## src/rtl/uart_byte_rx.sv

```systemverilog
// ---------------------------------------------------------------------------
// uart_byte_rx
//   UART receive front end, 8N1, LSB first. The RX line is synchronised and
//   its falling edge detected. Each bit is sampled once at its centre. The
//   assembled byte goes to po_data with a one-cycle po_flag strobe. A
//   start-bit glitch returns the receiver to idle with no output. A low stop
//   bit discards the byte and raises a one-cycle frame_err strobe.
//
// Parameters
//   UART_BPS  : line baud rate
//   CLK_FREQ  : clk frequency in Hz
//   The derived value CLK_FREQ/UART_BPS (clocks per bit) must be >= 8.
//
// Ports
//   clk       : system clock, rising edge
//   rst_n     : asynchronous active-low reset
//   rx        : asynchronous serial input, idle high
//   po_data   : last good byte received, bit0 = first data bit on the line
//   po_flag   : one-cycle strobe, po_data has just been updated
//   frame_err : one-cycle strobe, stop bit was low and the byte was dropped
// ---------------------------------------------------------------------------
module uart_byte_rx #(
  parameter int UART_BPS = 9600,
  parameter int CLK_FREQ = 50_000_000
) (
  input  logic       clk,
  input  logic       rst_n,
  input  logic       rx,
  output logic [7:0] po_data,
  output logic       po_flag,
  output logic       frame_err
);

  localparam int BAUD_CNT_MAX = CLK_FREQ / UART_BPS;
  localparam int HALF_BIT     = BAUD_CNT_MAX / 2;
  localparam int CNT_W        = $clog2(BAUD_CNT_MAX);

  localparam logic [CNT_W-1:0] HALF_LAST = CNT_W'(HALF_BIT - 1);
  localparam logic [CNT_W-1:0] BIT_LAST  = CNT_W'(BAUD_CNT_MAX - 1);

  typedef enum logic [1:0] {
    IDLE  = 2'd0,
    START = 2'd1,
    DATA  = 2'd2,
    STOP  = 2'd3
  } state_t;

  state_t           state_q, state_d;
  logic [CNT_W-1:0] baud_cnt_q, baud_cnt_d;
  logic [2:0]       bit_cnt_q, bit_cnt_d;
  logic [7:0]       shift_reg_q, shift_reg_d;
  logic [7:0]       po_data_q, po_data_d;
  logic             po_flag_q, po_flag_d;
  logic             frame_err_q, frame_err_d;

  logic             rx_s1_q, rx_s2_q, rx_s3_q;
  logic             fd;
  logic             tick;

  // Input conditioning: two flops to resolve metastability, a third flop so
  // the falling edge can be seen. All three reset high, so reset release
  // never looks like a start bit.
  always_ff @(posedge clk or negedge rst_n) begin
    if (!rst_n) begin
      rx_s1_q <= 1'b1;
      rx_s2_q <= 1'b1;
      rx_s3_q <= 1'b1;
    end else begin
      rx_s1_q <= rx;
      rx_s2_q <= rx_s1_q;
      rx_s3_q <= rx_s2_q;
    end
  end

  assign fd = rx_s3_q & ~rx_s2_q;

  // Sample tick. The first tick comes half a bit after the falling edge, at
  // the start-bit centre. Every later tick comes one full bit after the
  // previous one, so all samples land at bit centre.
  always_comb begin
    tick = 1'b0;
    case (state_q)
      START:       tick = (baud_cnt_q == HALF_LAST);
      DATA, STOP:  tick = (baud_cnt_q == BIT_LAST);
      default:     tick = 1'b0;
    endcase
  end

  // State and datapath registers. A reset in the middle of a frame drops the
  // frame at once, so a partial byte is never flagged.
  always_ff @(posedge clk or negedge rst_n) begin
    if (!rst_n) begin
      state_q     <= IDLE;
      baud_cnt_q  <= '0;
      bit_cnt_q   <= '0;
      shift_reg_q <= '0;
      po_data_q   <= '0;
      po_flag_q   <= 1'b0;
      frame_err_q <= 1'b0;
    end else begin
      state_q     <= state_d;
      baud_cnt_q  <= baud_cnt_d;
      bit_cnt_q   <= bit_cnt_d;
      shift_reg_q <= shift_reg_d;
      po_data_q   <= po_data_d;
      po_flag_q   <= po_flag_d;
      frame_err_q <= frame_err_d;
    end
  end

  // Next-state logic. The FSM leaves STOP at the stop-bit centre, which
  // leaves half a bit of margin to catch a start bit that follows at once.
  // rx_s2 is the only point where the line is sampled.
  always_comb begin
    state_d     = state_q;
    baud_cnt_d  = baud_cnt_q;
    bit_cnt_d   = bit_cnt_q;
    shift_reg_d = shift_reg_q;
    po_data_d   = po_data_q;
    po_flag_d   = 1'b0;
    frame_err_d = 1'b0;

    if (state_q != IDLE) begin
      baud_cnt_d = tick ? '0 : baud_cnt_q + 1'b1;
    end

    case (state_q)
      IDLE: begin
        if (fd) begin
          state_d    = START;
          baud_cnt_d = '0;
        end
      end
      START: begin
        // A line that is high again at the start-bit centre was a glitch.
        if (tick) begin
          if (rx_s2_q) begin
            state_d = IDLE;
          end else begin
            state_d   = DATA;
            bit_cnt_d = '0;
          end
        end
      end
      DATA: begin
        // Data arrives LSB first, so each bit enters at the MSB and moves down.
        if (tick) begin
          shift_reg_d = {rx_s2_q, shift_reg_q[7:1]};
          bit_cnt_d   = bit_cnt_q + 3'd1;
          if (bit_cnt_q == 3'd7) begin
            state_d = STOP;
          end
        end
      end
      STOP: begin
        if (tick) begin
          state_d = IDLE;
          if (rx_s2_q) begin
            po_data_d = shift_reg_q;
            po_flag_d = 1'b1;
          end else begin
            frame_err_d = 1'b1;
          end
        end
      end
      default: begin
        state_d = IDLE;
      end
    endcase
  end

  assign po_data   = po_data_q;
  assign po_flag   = po_flag_q;
  assign frame_err = frame_err_q;

endmodule

```

## config.mk

```make
export PLATFORM = sky130hd
export DESIGN_NAME = uart_byte_rx
export DESIGN_NICKNAME = d
export VERILOG_FILES = /design/src/rtl/uart_byte_rx.sv
export SDC_FILE = /design/constraint.sdc
export NUM_CORES = 1
export LEC_CHECK = 0
export BUFFER_PORTS_ARGS = -buffer_cell sky130_fd_sc_hd__clkbuf_2
export CAP_MARGIN = 20
export CORE_MARGIN = 5
export CORE_UTILIZATION = 54
export CTS_BUF_LIST = sky130_fd_sc_hd__clkbuf_8
export DETAILED_ROUTE_END_ITERATION = 12
export GPL_TIMING_DRIVEN = 0
export PLACE_DENSITY = 0.72
export SYNTH_ARGS = -nofsm -noshare
export SYNTH_HDL_FRONTEND = slang
export SYNTH_SLANG_ARGS = --single-unit
```

## constraint.sdc

```tcl
create_clock -name clk -period 2.4 [get_ports clk]
set_input_delay 0.12 -clock clk [delete_from_list [all_inputs] [get_ports clk]]
set_output_delay 0.12 -clock clk [all_outputs]
set_load 0.01 [all_outputs]
```

After elaboration in Yosys (flattened, before gate mapping) --
Index checks and enable logic that the tools add are counted.
Storage, ports and cells: flip-flop bits (word level) 39, input port bits 3, output and inout port bits 10, logic and storage cells 56
Operators by class: add/subtract/negate cells 2, eq/ne operators 12, muxes and demuxes 22, bitwise operators 2, reduce and logical (&&, ||, !) cells 8
Operators by type and width (number):
- 13-bit two-way mux | 4
- 13-bit by 1-bit adder with 13-bit output, second input constant | 1
- 13-bit by 12-bit == test with 1-bit output, second input constant | 1
- 13-bit == test, second input constant | 1
- 2-bit two-way mux | 6
- 2-bit != test, second input constant | 6
- 3-bit two-way mux | 3
- 2-bit case mux with 4 select lines | 1
- 1-bit two-way mux | 6
- 3-bit case mux with 2 select lines | 1
- 5-bit AND reduction | 1
- 2-bit == test, second input constant | 2
- 4-bit AND reduction | 1
- 2-bit nonzero test | 2
- 3-bit by 1-bit adder with 3-bit output, second input constant | 1
- 3-bit == test, second input constant | 1
- 3-bit AND reduction | 1
- 2-bit by 1-bit == test with 1-bit output, second input constant | 1
- 2-bit zero test | 1
- 1-bit case mux with 2 select lines | 1
- 2-bit AND reduction | 1
- 2-bit OR reduction | 1
- 1-bit AND | 1
- 1-bit NOT | 1

Longest topological paths before layout --
Gate-level depths: netlist of run 1.
word-level depth 7, gate-level depth with buffers 6, gate-level depth less buffers 5

Least setup slack after synthesis of run 1 --
Ideal clock, no wire load.
kind reg2reg, start reg baud_cnt_q[9], end reg po_data_q[0] (netlist: po_data[0]), setup time 0.125 ns, arrival time 1.755 ns, required time 2.275 ns, path slack 0.520 ns, stages on the path, launching flop included 5, path buffers 0, clock period less this slack 1.880 ns, path through dfrtp_1 > and4bb_2 > nand2_4 > a2111oi_4 > mux2_2
On the way: word-level cells in the longest chain between the ends 3, elaborated cells on any way between the ends 4, those cells by class eq/ne (2); mux (1); reduce/logical (1)
Ends and longest elaborated chain:
- start: declaration | line 49 | logic [CNT_W-1:0] baud_cnt_q, baud_cnt_d;
- start signal: assignment | line 102 | baud_cnt_q <= baud_cnt_d;
- 13-bit == test / 13-bit by 12-bit == test with 1-bit output (equally long branches) | line 84, 83
- 1-bit case mux with 2 select lines (*) | line 82 | case (state_q)
- 3-bit AND reduction (no source line) (*)
- end signal: assignment | line 105 | po_data_q <= po_data_d;
- end: declaration | line 52 | logic [7:0] po_data_q, po_data_d;
Every way passes the cells marked *; elsewhere a longest branch is shown, timed or not. A chain may end at the register's enable or synchronous reset.

Worst setup path in the final report of run 1 --
start reg baud_cnt_q[5], end reg po_data_q[3] (netlist: po_data[3])
The elaborated chain is that of the path after synthesis.

==> results of run 1 <==
[sequential cells by signal (all words and copies together) (netlist names), named ones only]
name	count
baud_cnt_q	13
po_data	8
shift_reg_q	8
bit_cnt_q	3
frame_err	1
po_flag	1
rx_s1_q	1
rx_s2_q	1
rx_s3_q	1
state_q	1
[area by class of cell]
type	instances	area share, %
Multi-Input combinational cell	106	39.95
Timing Repair Buffer	15	4.742
Buffer	8	2.134
Tap cell	46	2.727
Sequential cell	39	46.41
Clock buffer	5	3.260
Clock inverter	3	0.7706
[cell usage in the layout, fill, tap and decap left out, types with 2 or more instances in the layout]
cell type	instances
nor4_1	2
xnor2_1	5
a2111oi_4	2
mux2i_1	2
dfstp_2	3
buf_2	2
clkbuf_1	3
a2111oi_0	2
a2bb2oi_1	2
nor2b_1	3
dfrtp_1	36
nand2_1	8
nand3_1	3
ha_1	3
o21ai_0	5
nor2_1	8
mux2_2	17
and4bb_1	2
xor2_1	6
clkbuf_2	13
nor3_1	12
nand4_1	4
and2_1	2
clkbuf_8	5
dlygate4sd3_1	2
[logic make-up (layout without fill, tap and decap cells)]
kind of cell,count (synthesis),count (layout),synth area share (%)
flops,39,39,52.44
compound gates,19,19,9.646
fa+ha+maj,3,3,2.010
xor+xnor,11,11,5.157
buf+inv,8,31,2.411
mux,19,19,11.32
simple gates,54,54,17.01
[power by group through the flow]
stage	Sequential, mW	Clock [mW]	Combinational (mW)
after floorplan	0.772	0	0.218
after global placement	0.788	0	0.262
after detailed placement	0.788	0	0.274
after CTS	0.776	0.433	0.279
after global routing	0.786	0.468	0.320
final	0.776	0.416	0.280
[final timing paths]
kind / start / to / depth (start not counted)
max: baud_cnt_q[5] / po_data[3] / 6
min: rst_n / asynchronous set/reset pin / 2
max reg2reg: baud_cnt_q[5] / po_data[3] / 6
min reg2reg: rx_s1_q / rx_s2_q / 0
max in group asynchronous: rst_n / state_q[0] / 3
min in group clk: rx_s1_q / rx_s2_q / 0
[metal layers]
| layer | vias to the layer above | global-route usage, % |
|---|---|---|
| met2 | 25 | 25.98 |
| met1 | 621 | 22.79 |
| li1 | 604 | - |
| met4 | 0 | 7.299 |
| met5 | - | 0 |
| met3 | 7 | 5.511 |
[worst max-delay path, delay by kind of cell, from the launching register on]
kind | cells | cell delay, ps
multiplexers | 1 | 410
buffers and inverters | 2 | 360
flip-flops | 1 | 370
AO/OA/AOI/OAI | 2 | 620
AND/OR/NAND/NOR | 1 | 270
[stage by stage]
step / hold slack, ps / instances / power [mW]
final: 210.3 / 222 / 1.473
after global routing: 209.6 / 222 / 1.574
after CTS: 359.6 / 221 / 1.488
after detailed placement: 210.1 / 211 / 1.062
after global placement: 209.4 / 211 / 1.050
after floorplan: -175.6 / 153 / 0.9900
==> summary.md, run 1 <==
| Metric | Value |
|---|---|
| Worst vdd ir | slightly below 0.0005 V |
| # fillers | 270 |
| IO buf count | 12 |
| Antenna Nets Post-Route | 0 |
| # IOs | 13 |
| Nets | approximately 180 |
| Met1 WL | 1.478 mm |
| Register area | roughly 980 sq um |
| Worst setup margin | 263.3 ps |
| Worst endpoint required time | roughly 2600 ps |
| Hold Violations, Final | 0 |
| Met3 wire len | around 170 um |
| Final TNS setup | 0 ps |
| Gate Count Post-Synth | 153 |
| Most used DFF post-synth | dfrtp_1 |
| Clk sinks | 39 |
| Util after Layout | a little over three fifths |
| Clk Latency, worst-skew pair | 290 ps |
| 1st-iter DRT viols | 59 |
| Proportion of netlist area held by the largest area contributor | approximately 48% |
| Total congestion overflow | 0 |
| Layout cells sized above 1 | between 20 and 30% |
| Placed cell area | 0.001986 sq mm |
| Crit path largest cell delay | around 520 ps |
| Switching Share | roughly 30% |
| Crit path max-delay cell type | a2111oi_4 |
| GPL Wtd Cong | 0.8859 |
| PwrDens | around 700 mW/mm^2 |
| Top layer in use | met4 |
| Critical Path Start Type | register |
| Clk slew on worst S/H paths | 80 ps |
| Most frequent cell after synthesis | dfrtp_1 |
| Vias per cell | around 5.7 |
| CP cell instances | clkbuf_2, and4bb_1, a22oi_1, buf_4, a2111oi_4, mux2_2 |
| Post-route cell area | 0.002111 sq mm |
| Mean post-synth cell area | about 12 sq um |
| Cell Area, Synth | roughly 0.0019 sq mm |
| Crit Path Max Fanout | 10 |
| Initial Util | between 50% and 60% |
| HP Class | input port to asynchronous set/reset pin |
| Proportion of power drawn by combinational gates | about a fifth |
| # rows | 21 |
| CTS buffer count | 5 |
| Fmax | between 0.4 and 0.5 GHz |
| Largest cells by area after synthesis | dfrtp_1 (48%), mux2_2 (10%), dfstp_2 (4.2%), nor3_1 (3.2%), a2111oi_4 (2.9%) |
| Fin. max-slew vios | 0 |
| Arrival @ worst endpoint | about 2300 ps |
| First-pass GRT wire length | between 5 and 6 mm |
| WL final | roughly 3.3 mm |
| Seq/Total Area, Yosys | approximately 52% |
| CTS tree | done |
| Routed len/inst | around 15 um |
| Hpwl dp | 2.382 mm |
| Initial antenna violation count | 0 |
| H-Tree Depth | 2 |
| CTS Buffer Depth | 2 |
| MaxCap Viol Count | 0 |
| Post-synth EDFFs | 0 |
| Multi-input gate area | between 800 and 900 sq um |
| LEAKAGE | around 0.96 nW |
| Cell taking the most area after synthesis | dfrtp_1 |
| Setup repair after global routing missed its margin | false |
| Antenna cells | 0 |
| DRC violations left | 0 |
| First-pass DRT Iterations | 4 |
| Synth unique cells | 43 |
| CTS Root Cell | clkbuf_8 |
| Die height | between 60 and 70 um |
| Setup CP Type | register to register |
| Largest net degree at the start of global routing | 40 |
| Core Area | around 0.0033 sq mm |
| Worst Skew | approximately 8.0 ps |
| Outcome | completed |
| Die Wd | 68.82 um |
| Clock power frac | about 28% |
| Relative slew slack | between 50% and 60% |
| Placement Setup Slack | approximately 230 ps |
| Post-synth top cells | dfrtp_1 (36), mux2_2 (17), nor3_1 (12), nand2_1 (8), nor2_1 (8) |
| Fin crit period | about 2100 ps |
| Worst-Margin Slew | approximately 650 ps |
| Number of synthesized register bits | 39 |
| R2R setup slack | 260 ps |
| Die area | approximately 0.0047 sq mm |
| Period utilization | around nine tenths |
| Sequential power share | between 50 and 60% |
| Post-CTS Setup Bufs | 0 |
| Setup-failing EPs final | 0 |
| Post-CTS sizing | 0 |
| Detailed-route via count | roughly 1300 |
| Sw power | approximately 0.44 mW |
| Vias in the first global route | ~1200 |
| FFs w/ async S/R, synth | between 90% and 100% |
| All-Layer GR Usage | 17.21% |
| Synthesized Nets | 159 |
| YS warnings | 0 |
| Internal power | about 1 mW |
| Post-CTS Hold Buffers | 2 |
| Worst setup EP type | register |
| Synth-to-Final Area Change | 12.99% |
| Met2 WL | 1.601 mm |
Power figures use the tool's default switching activity.
==> inputs of run 2 (changes only) <==
SETUP_SLACK_MARGIN = 0.3   (was default)
==> run 2 against run 1 <==
Fmax up 5.8%. Die area unchanged. Sequential power about the same. Worst setup slack better by 120 ps. Highest routed layer unchanged.
==> summary.md, run 2 (synthesis results as in run 1) <==
| Metric | Value |
|---|---|
| Total power | 1.500 mW (+1.9%) |
| Detailed-route via count | 1289 (+2.5%) |
| Setup repair after global routing missed its margin | false |
| Fin crit period | 2020 ps (-117.2 ps) |
| # rows | 21 (unchanged) |
| Clock power frac | 28.0% (-0.3 points) |
| Critical Path Start Type | register |
| Most common cell after layout, fill and taps aside | dfrtp_1 |
| Arrival @ worst endpoint | 2200 ps (-110 ps) |
| Hpwl dp | 2.382 mm (unchanged) |
| First-pass GRT wire length | 5.878 mm (+0.58%) |
| Worst-Margin Slew | 567.0 ps (-81.78 ps) |
| All-Layer GR Usage | 17.32% (+0.10 points) |
| Setup CP Type | register to register |
| 1st-iter DRT viols | 68 (+15%) |
| Internal power | 1.044 mW (+1.3%) |
| Initial antenna violation count | 0 (unchanged) |
| Hold WS | 208.7 ps (-1.607 ps) |
| CP cell instances | buf_2, and4bb_1, a22oi_2, buf_6, a2111oi_4, buf_6, mux2_2 |
| Proportion of power drawn by combinational gates | 20.3% (+1.3 points) |
| Most frequent cells in the layout | dfrtp_1 (36), mux2_2 (17), nor3_1 (12), clkbuf_2 (12) |
| Die area | 0.004736 sq mm (unchanged) |
| Period utilization | 84.15% (-4.9 points) |
| LEAKAGE | 0.9793 nW (+1.9%) |
| Die Wd | 68.82 um (unchanged) |
| Fin. max-slew vios | 0 (unchanged) |
| Vias per cell | 5.729 (+1.2%) |
| Fmax | 0.4952 GHz (+5.8%) |
| Core Area | 0.003337 sq mm (unchanged) |
| Setup-failing EPs final | 0 (unchanged) |
| Worst setup margin | 380.5 ps (+117.2 ps) |
| Crit path max-delay cell type | dfrtp_1 |
| GR Util met3 | 5.511% (unchanged) |
| First-pass DRT Iterations | 4 (unchanged) |
| Switching Share | 30.44% (+0.38 points) |
| Most frequent CP cell | buf_6 |
| # fillers | 265 (-1.9%) |
| Hold Violations, Final | 0 (unchanged) |
| Total congestion overflow | 0 (unchanged) |
| IO buf count | 12 (unchanged) |
| WL final | 3.447 mm (+4.0%) |
| Clk slew on worst S/H paths | 80 ps (about the same) |
| CTS Buffer Depth | 2 (unchanged) |
| Vias in the first global route | 1226 (+0.57%) |
| Largest net degree at the start of global routing | 40 (unchanged) |
| Clk Latency, worst-skew pair | 290 ps (about the same) |
| Sequential power share | 51.8% (-0.9 points) |
| HP Class | input port to asynchronous set/reset pin |
| Synth-to-Final Area Change | 15.54% |
| Antenna Nets Post-Route | 0 (unchanged) |
| Largest register FFs | 13 (unchanged) |
| Outcome | completed |
| Worst setup EP type | register |
| DRC violations left | 0 (unchanged) |
| MaxCap Viol Count | 0 (unchanged) |
| Worst vdd ir | 0.0005204 V (+4.9%) |
| GR Layer Usage met2 | 26.22% (+0.24 points) |
| Final TNS setup | 0 ps (unchanged) |
| CTS buffer count | 5 (unchanged) |
| PwrDens | 695.1 mW/mm^2 (-0.38%) |
| Clk sinks | 39 (unchanged) |
| Met1 global-route usage | 22.90% (+0.11 points) |
| Placement Setup Slack | 226.2 ps (unchanged) |
| H-Tree Depth | 2 (unchanged) |
| Layout cells sized above 1 | 31.28% (+2.3 points) |
| Most flop-heavy register | baud_cnt_q |
| Worst Skew | 9.393 ps (+1.375 ps) |
| CTS Root Cell | clkbuf_8 |
| GPL Wtd Cong | 0.8859 (unchanged) |
| Antenna cells | 0 (unchanged) |
| Routed len/inst | 15.32 um (+2.6%) |
| # IOs | 13 (unchanged) |
| Initial Util | 55.98% (unchanged) |
| Crit Path Max Fanout | 8 (-2) |
| Worst R2R Path Depth | 7 (+1) |
| CTS tree | done |
| Crit path largest cell delay | 370 ps (-150 ps) |
| GR peak layer | met2 |
| Sw power | 0.4566 mW (+3.2%) |
| Relative slew slack | 61.22% (+4.5 points) |
| Worst endpoint required time | 2580 ps (about the same) |
| Die height | 68.82 um (unchanged) |
| Nets | 184 (+1.7%) |
run 2: changes by cell type in the layout (fill, tap and decap cells not counted), sizes merged:
cell,delta
clkbuf,-1
clkdlybuf4s15,+1
buf,+3
run 2: area by class of cell:
type	count	area [sq um]	share of cell area (%)
Buffer	8	51.30	2.377
Clock buffer	5	68.82	3.188
Clock inverter	3	16.27	0.7536
Multi-Input combinational cell	106	854.6	39.59
Sequential cell	39	979.7	45.39
Tap cell	46	57.56	2.667
Timing Repair Buffer	18	130.1	6.029
run 2: path summary, 6_finish.rpt:
path | from | to | slack [ps]
max in group asynchronous | rst_n | state_q[0] | 1770
worst min-delay path | rst_n | asynchronous set/reset pin | 210
worst min register to register | rx_s1_q | rx_s2_q | 360
worst max-delay path | baud_cnt_q[5] | po_data[3] | 380
min in group clk | rx_s1_q | rx_s2_q | 360
worst max register to register | baud_cnt_q[5] | po_data[3] | 380
run 2: repair_timing:
action | in CTS | in global routing
gates cloned | 0 | 1
resized for setup | 2 | 4
buffers inserted | 1 | 1
setup endpoints to repair | 15 | 15
hold buffers | 2 | 0
pin swaps | 1 | 0
endpoints found under the hold margin | 30 | 0
run 2: power by group through the flow:
stage	combinational [mW]	sequential (mW)	clock, mW
after global placement	0.262	0.788	0
final	0.304	0.776	0.420
after global routing	0.342	0.786	0.468
after floorplan	0.218	0.772	0
after CTS	0.279	0.776	0.433
after detailed placement	0.274	0.788	0
run 2: stage by stage:
| stage | cells | utilization, % | instance area, sq um |
|---|---|---|---|
| 6_report | 225 | 64.68 | 2158 |
| 5_1_grt | 225 | 64.68 | 2158 |
| 4_1_cts | 222 | 63.07 | 2105 |
| 3_5_place_dp | 211 | 59.51 | 1986 |
| 3_3_place_gp | 211 | 59.51 | 1986 |
| 2_1_floorplan | 153 | - | 1868 |
run 2: layer usage:
metal  vias to the layer above  share of wire (%)
met5                         -                  0
met4                         0                2.0
met3                         7                4.2
met2                        23                 50
met1                       651                 44
li1                        608                  -
run 2: worst max-delay path, delay by kind of cell (launching register included):
kind	cells	cell delay (ps)
buf+inv	3	510
compound gates	2	420
flops	1	370
mux	1	340
simple gates	1	270
